### src/rtl/alu_pkg.sv
// rtl/alu_pkg.sv - shared types and helpers for the ALU operand loader
// Purpose: loader state enum, ALU opcode type and the switch-to-operand fill rule.
// Ports: none (package).
package alu_pkg;

   typedef enum logic {
      COLLECT = 1'b0,
      ISSUE   = 1'b1
   } state_t;

   typedef logic [3:0] aluop_t;

   localparam int NUM_KEYS = 4;
   localparam int SW_W     = 18;
   localparam int DATA_W   = 32;

   // SW[15] replicates into the 17 upper bits, SW[14:0] is the value.
   function automatic logic [DATA_W-1:0] fill_value(input logic [15:0] sw);
      return {{17{sw[15]}}, sw[14:0]};
   endfunction

endpackage

### src/rtl/key_debounce.sv
// rtl/key_debounce.sv - per-key synchronizer, debouncer and press-edge detector
// Purpose: cleans one raw active-low pushbutton and emits a one-cycle press pulse.
// Ports:
//   clk       - rising-edge clock
//   rst       - synchronous active-high reset
//   key_raw_n - raw active-low button, asynchronous to clk
//   press     - one-cycle pulse on each debounced 1->0 transition
module key_debounce #(
   parameter int DEBOUNCE_CYCLES = 16
) (
   input  logic clk,
   input  logic rst,
   input  logic key_raw_n,
   output logic press
);

   localparam int CW = $clog2(DEBOUNCE_CYCLES + 1);

   logic          sync1;
   logic          sync2;
   logic          level;
   logic [CW-1:0] cnt;

   always_ff @(posedge clk) begin
      if (rst) begin
         sync1 <= 1'b1;
         sync2 <= 1'b1;
         level <= 1'b1;
         cnt   <= '0;
         press <= 1'b0;
      end else begin
         sync1 <= key_raw_n;
         sync2 <= sync1;
         press <= 1'b0;
         // Any cycle that agrees with the accepted level restarts the count,
         // so only an unbroken run of DEBOUNCE_CYCLES differing cycles flips it.
         if (sync2 == level) begin
            cnt <= '0;
         end else if (cnt == CW'(DEBOUNCE_CYCLES - 1)) begin
            level <= sync2;
            cnt   <= '0;
            press <= ~sync2;
         end else begin
            cnt <= cnt + 1'b1;
         end
      end
   end

endmodule

### src/rtl/alu_operand_loader.sv
// rtl/alu_operand_loader.sv - collects A/B/opcode from switches and issues them to an ALU
// Purpose: KEY0/1/2 load operand_a/operand_b/opcode, KEY3 issues the bundle
//          through a valid/ready handshake.
// Ports:
//   CLK        - rising-edge clock
//   RST        - synchronous active-high reset
//   KEY[3:0]   - raw active-low pushbuttons
//   SW[17:0]   - raw switches: [14:0] value, [15] upper fill, [3:0] opcode
//   req_ready  - ALU consumer ready
//   req_valid  - operand bundle valid
//   operand_a  - captured A
//   operand_b  - captured B
//   opcode     - captured ALU opcode
//   status     - {err, op_loaded, b_loaded, a_loaded}
module alu_operand_loader
   import alu_pkg::*;
#(
   parameter int DEBOUNCE_CYCLES = 16
) (
   input  logic              CLK,
   input  logic              RST,
   input  logic [3:0]        KEY,
   input  logic [SW_W-1:0]   SW,
   input  logic              req_ready,
   output logic              req_valid,
   output logic [DATA_W-1:0] operand_a,
   output logic [DATA_W-1:0] operand_b,
   output aluop_t            opcode,
   output logic [3:0]        status
);

   logic [SW_W-1:0]     sw_s1;
   logic [SW_W-1:0]     sw_s2;
   logic [NUM_KEYS-1:0] press;
   state_t              state;
   state_t              state_next;
   logic                a_loaded;
   logic                b_loaded;
   logic                op_loaded;
   logic                err;
   logic                all_loaded;
   logic                handshake;
   logic                issue_ok;
   logic                issue_bad;
   logic                unused_sw;

   for (genvar i = 0; i < NUM_KEYS; i++) begin : g_key
      key_debounce #(
         .DEBOUNCE_CYCLES(DEBOUNCE_CYCLES)
      ) u_deb (
         .clk      (CLK),
         .rst      (RST),
         .key_raw_n(KEY[i]),
         .press    (press[i])
      );
   end

   // Upper switches are synchronized with the rest but carry no function.
   assign unused_sw  = ^sw_s2[17:16];
   assign all_loaded = a_loaded & b_loaded & op_loaded;
   assign handshake  = req_valid & req_ready;
   assign status     = {err, op_loaded, b_loaded, a_loaded};

   always_comb begin
      state_next = state;
      issue_ok   = 1'b0;
      issue_bad  = 1'b0;
      case (state)
         COLLECT: begin
            // Flags here are the registered ones, so loads arriving in the
            // same cycle as the issue press do not count toward it.
            if (press[3]) begin
               if (all_loaded) begin
                  issue_ok   = 1'b1;
                  state_next = ISSUE;
               end else begin
                  issue_bad = 1'b1;
               end
            end
         end
         ISSUE: begin
            if (handshake) state_next = COLLECT;
         end
         default: state_next = COLLECT;
      endcase
   end

   always_ff @(posedge CLK) begin
      if (RST) state <= COLLECT;
      else     state <= state_next;
   end

   always_ff @(posedge CLK) begin
      if (RST) begin
         sw_s1     <= '0;
         sw_s2     <= '0;
         req_valid <= 1'b0;
         operand_a <= '0;
         operand_b <= '0;
         opcode    <= '0;
         a_loaded  <= 1'b0;
         b_loaded  <= 1'b0;
         op_loaded <= 1'b0;
         err       <= 1'b0;
      end else begin
         sw_s1 <= SW;
         sw_s2 <= sw_s1;
         if (state == COLLECT) begin
            if (press[0]) begin
               operand_a <= fill_value(sw_s2[15:0]);
               a_loaded  <= 1'b1;
            end
            if (press[1]) begin
               operand_b <= fill_value(sw_s2[15:0]);
               b_loaded  <= 1'b1;
            end
            if (press[2]) begin
               opcode    <= sw_s2[3:0];
               op_loaded <= 1'b1;
            end
            // A failed issue in the same cycle as a load still reports err.
            if (|press[2:0]) err <= 1'b0;
            if (issue_bad)   err <= 1'b1;
            if (issue_ok)    req_valid <= 1'b1;
         end else if (handshake) begin
            req_valid <= 1'b0;
            a_loaded  <= 1'b0;
            b_loaded  <= 1'b0;
            op_loaded <= 1'b0;
         end
      end
   end

endmodule

### config.mk
export PLATFORM = sky130hd
export DESIGN_NAME = alu_operand_loader
export DESIGN_NICKNAME = d
export VERILOG_FILES = /design/src/rtl/alu_pkg.sv /design/src/rtl/key_debounce.sv /design/src/rtl/alu_operand_loader.sv
export SDC_FILE = /design/constraint.sdc
export NUM_CORES = 1
export LEC_CHECK = 0
export CAP_MARGIN = 20
export CELL_PAD_IN_SITES_DETAIL_PLACEMENT = 1
export CELL_PAD_IN_SITES_GLOBAL_PLACEMENT = 1
export CORE_UTILIZATION = 38
export DETAILED_ROUTE_END_ITERATION = 8
export PLACE_DENSITY = 0.86
export SLEW_MARGIN = 30
export SYNTH_ARGS = -nofsm -noshare
export SYNTH_HDL_FRONTEND = slang
export SYNTH_SLANG_ARGS = --single-unit
### constraint.sdc
create_clock -name CLK -period 1.8 [get_ports CLK]
set_input_delay 0.45 -clock CLK [delete_from_list [all_inputs] [get_ports CLK]]
set_output_delay 0.45 -clock CLK [all_outputs]
set_load 0.02 [all_outputs]
==> results.json <==
{
  "status": "finished, final reports clean",
  "coreArea_sq_um": 10460,
  "period_minus_slack_ns": 1.704,
  "wirelength_um": 8791,
  "total_power_mw": 4.198,
  "start_util_pct": 39.64,
  "first_pass_iters": 4,
  "placed_area_sq_um": 4906,
  "cts.sinks": 110,
  "cp.arrival_ns": 1.25,
  "p_leak_nw": 2.409,
  "n_antenna_cell": 0,
  "drv_cap": 0,
  "grt_use_total_pct": 16.36,
  "power_density_nw_per_um2": 826.1,
  "drt-initial-drc-count": 67,
  "grt_pass1_vias": 2936,
  "via_per_inst": 4.568,
  "p_comb_share_pct": 3.4,
  "antenna_found_initial": 0,
  "pwr-share-clk_pct": 37.1,
  "drv_slew": 0,
  "synth_seq_area_share_pct": 53.09,
  "syn_inst": 407,
  "ys_seq_elements": 110,
  "ctsHoldBuffers": 0,
  "swShare_pct": 22.90,
  "p_int_mw": 3.237,
  "final.setup.tns_ns": 0,
  "grt-ovfl-total": 0,
  "finClkSkew_ns": 0.01217,
  "rows": 37,
  "p_switching_mw": 0.9614,
  "tritoncts": "yes",
  "dp_cells": 590,
  "wl_per_cell_um": 14.51,
  "drtAntennaViolNets": 0,
  "worst_setup_path_end_kind": "output port",
  "cts_buffers": 9,
  "fin_nets": 498,
  "port_buffers": 95,
  "drive_gt1_share_pct": 17.23,
  "insertion_delay_ns": 0.36,
  "hold_path_class": "register to register",
  "max_slew_margin_pct": 74.57,
  "grt_pass1_wl_um": 14320,
  "yosys.area.top_type_share_pct": 53.09,
  "final_util_pct": 48.58,
  "synth_adder_area_share_pct": 2.413,
  "grt_max_degree": 36,
  "synth_compound_area_share_pct": 7.360,
  "htreeDepth": 3,
  "vias": 2768,
  "cts_root_buf": "clkbuf_8",
  "synth_top_family_by_area": "simple AND/OR/NAND/NOR gates",
  "setup_viol": 0,
  "critical_path.startpoint_type": "register",
  "synth-main-ff-cell": "dfxtp_1",
  "synth_top_cell_by_area": "dfxtp_1",
  "yosysWarnings": 0,
  "io_pins": 98,
  "rsz0062_at_grt": "false",
  "synthArstFlopShare_pct": 0,
  "clk_pin_slew_ns": 0.11,
  "die_area_sq_um": 11340,
  "pwr-share-seq_pct": 59.5,
  "path_class": "register to output port",
  "syn_area_sq_um": 4148,
  "critPathRequiredTime_ns": 1.35,
  "path_max_fanout": 17,
  "design_area_sq_um": 5082,
  "synth_fp_nets": 440,
  "die_w_um": 106.5,
  "drc": 0,
  "fin_crit_sh_pct": 94.66,
  "synth_xor_area_share_pct": 2.534,
  "hold_viol_final": 0,
  "worst_pin_slew_ns": 0.3810,
  "ir_drop_mv": 0.5056,
  "syn_to_final_growth_pct": 22.53,
  "yosysUniqueCellTypes": 29,
  "die_height_um": 106.5,
  "hpwl_um": 6358,
  "instances_no_fill": 606,
  "syn_avg_cell_area_sq_um": 10.19,
  "gp_congestion": 0.6767,
  "synth_edf_count": 0,
  "clock.fmax_mhz": 586.9,
  "synth.area.mux_share_pct": 0.9653,
  "cts_buffer_depth": 2,
  "synth-simple-area-share_pct": 21.87,
  "synth_area_leaders": "dfxtp_1, buf_4, nand2_1"
}
[worst max-delay path, cell delays in order (launching register included)]
cell and delay [ns]:
dfxtp_1 0.34, buf_4 0.18, dlygate4sd2_1 0.37
[stage by stage]
step / worst slack, ns / hold WS, ns
after floorplan: 0.3351 / 0.3895
after global placement: 0.2297 / 0.3933
after detailed placement: 0.1837 / 0.3973
after CTS: 0.002164 / 0.4131
after global routing: 0.02094 / 0.4310
final: 0.09620 / 0.4077
[synthesized netlist by cell type, drive strengths merged, types with 4 or more instances]
master    n
nand3     6
xnor2     8
and2b    10
clkbuf    4
dfxtp   110
and3      4
buf      52
nor2     26
ha        8
nand2b    4
a21oi    38
a211o     4
or3       4
nor2b    29
mux2i     4
nor4bb    4
inv       8
nand2    70
or2       8
xor2      4
[per-layer routing]
metal  vias up  GRT usage [%]  share of wire (%)
met5         -              0                  0
met4         0          6.164                1.5
met3         9          3.924                4.4
met2        61          30.66                 52
met1      1327          17.63                 42
li1       1371              -                  -
[area by class of cell]
class / instances / area (sq um)
multi-input cells: 233 / 1458
well taps: 136 / 170.2
clock buffers: 9 / 123.9
flip-flops and latches: 110 / 2202
repair buffers: 103 / 1011
clock inverters: 7 / 87.58
fillers: 1181 / 5380
inverters: 8 / 30.03
[power groups by stage]
stage                     sequential, mW  combinational, mW  clock (mW)
after floorplan                     2.55             0.0769           0
after global placement              2.55              0.140           0
after detailed placement            2.55              0.145           0
after CTS                           2.50              0.146        1.60
after global routing                2.50              0.156        1.71
final                               2.50              0.142        1.56
[state kept, by name, indices dropped and copies added (netlist names), 16 cells and up]
name and count:
sw_s1 16, operand_a 16, g_key.u_deb.cnt 20, operand_b 16, sw_s2 16
[worst paths after layout]
| kind | from | cells after the start | slack [ns] | to |
|---|---|---|---|---|
| setup / recovery | operand_b[15] | 2 | 0.1 | operand_b[30] |
| setup reg to reg | g_key[3].u_deb.cnt[0] | 5 | 0.16 | g_key[3].u_deb.cnt[3] |
| hold reg to reg | g_key[2].u_deb.sync1 | 1 | 0.41 | g_key[2].u_deb.sync2 |
| hold / removal | g_key[2].u_deb.sync1 | 1 | 0.41 | g_key[2].u_deb.sync2 |
[what timing repair did]
item	in CTS	in global routing
resized for setup	58	15
endpoints found under the setup margin	58	15
setup buffers	0	0
[cells in the final DEF, fill, tap and decap left out, types with 9 or more instances in the layout]
cell and instances:
and2b_1 10, dlygate4sd2_1 58, nand2_1 50, clkbuf_8 9
a21oi_2 20, dfxtp_1 110, a21oi_1 18, dlymetal6s2s_1 15
nand2_2 20, nor2b_1 27, clkdlybuf4s50_1 21, nor2_1 26
[cells by family after synthesis]
logic type | count (synthesis)
and+or+nand+nor | 166
adders and majority gates | 8
DFF | 110
AOI/OAI and AO/OA | 43
muxes | 4
xor gates and xnor gates | 12
buffers and inverters | 64
Note: power is estimated with default switching activity, not from simulation.
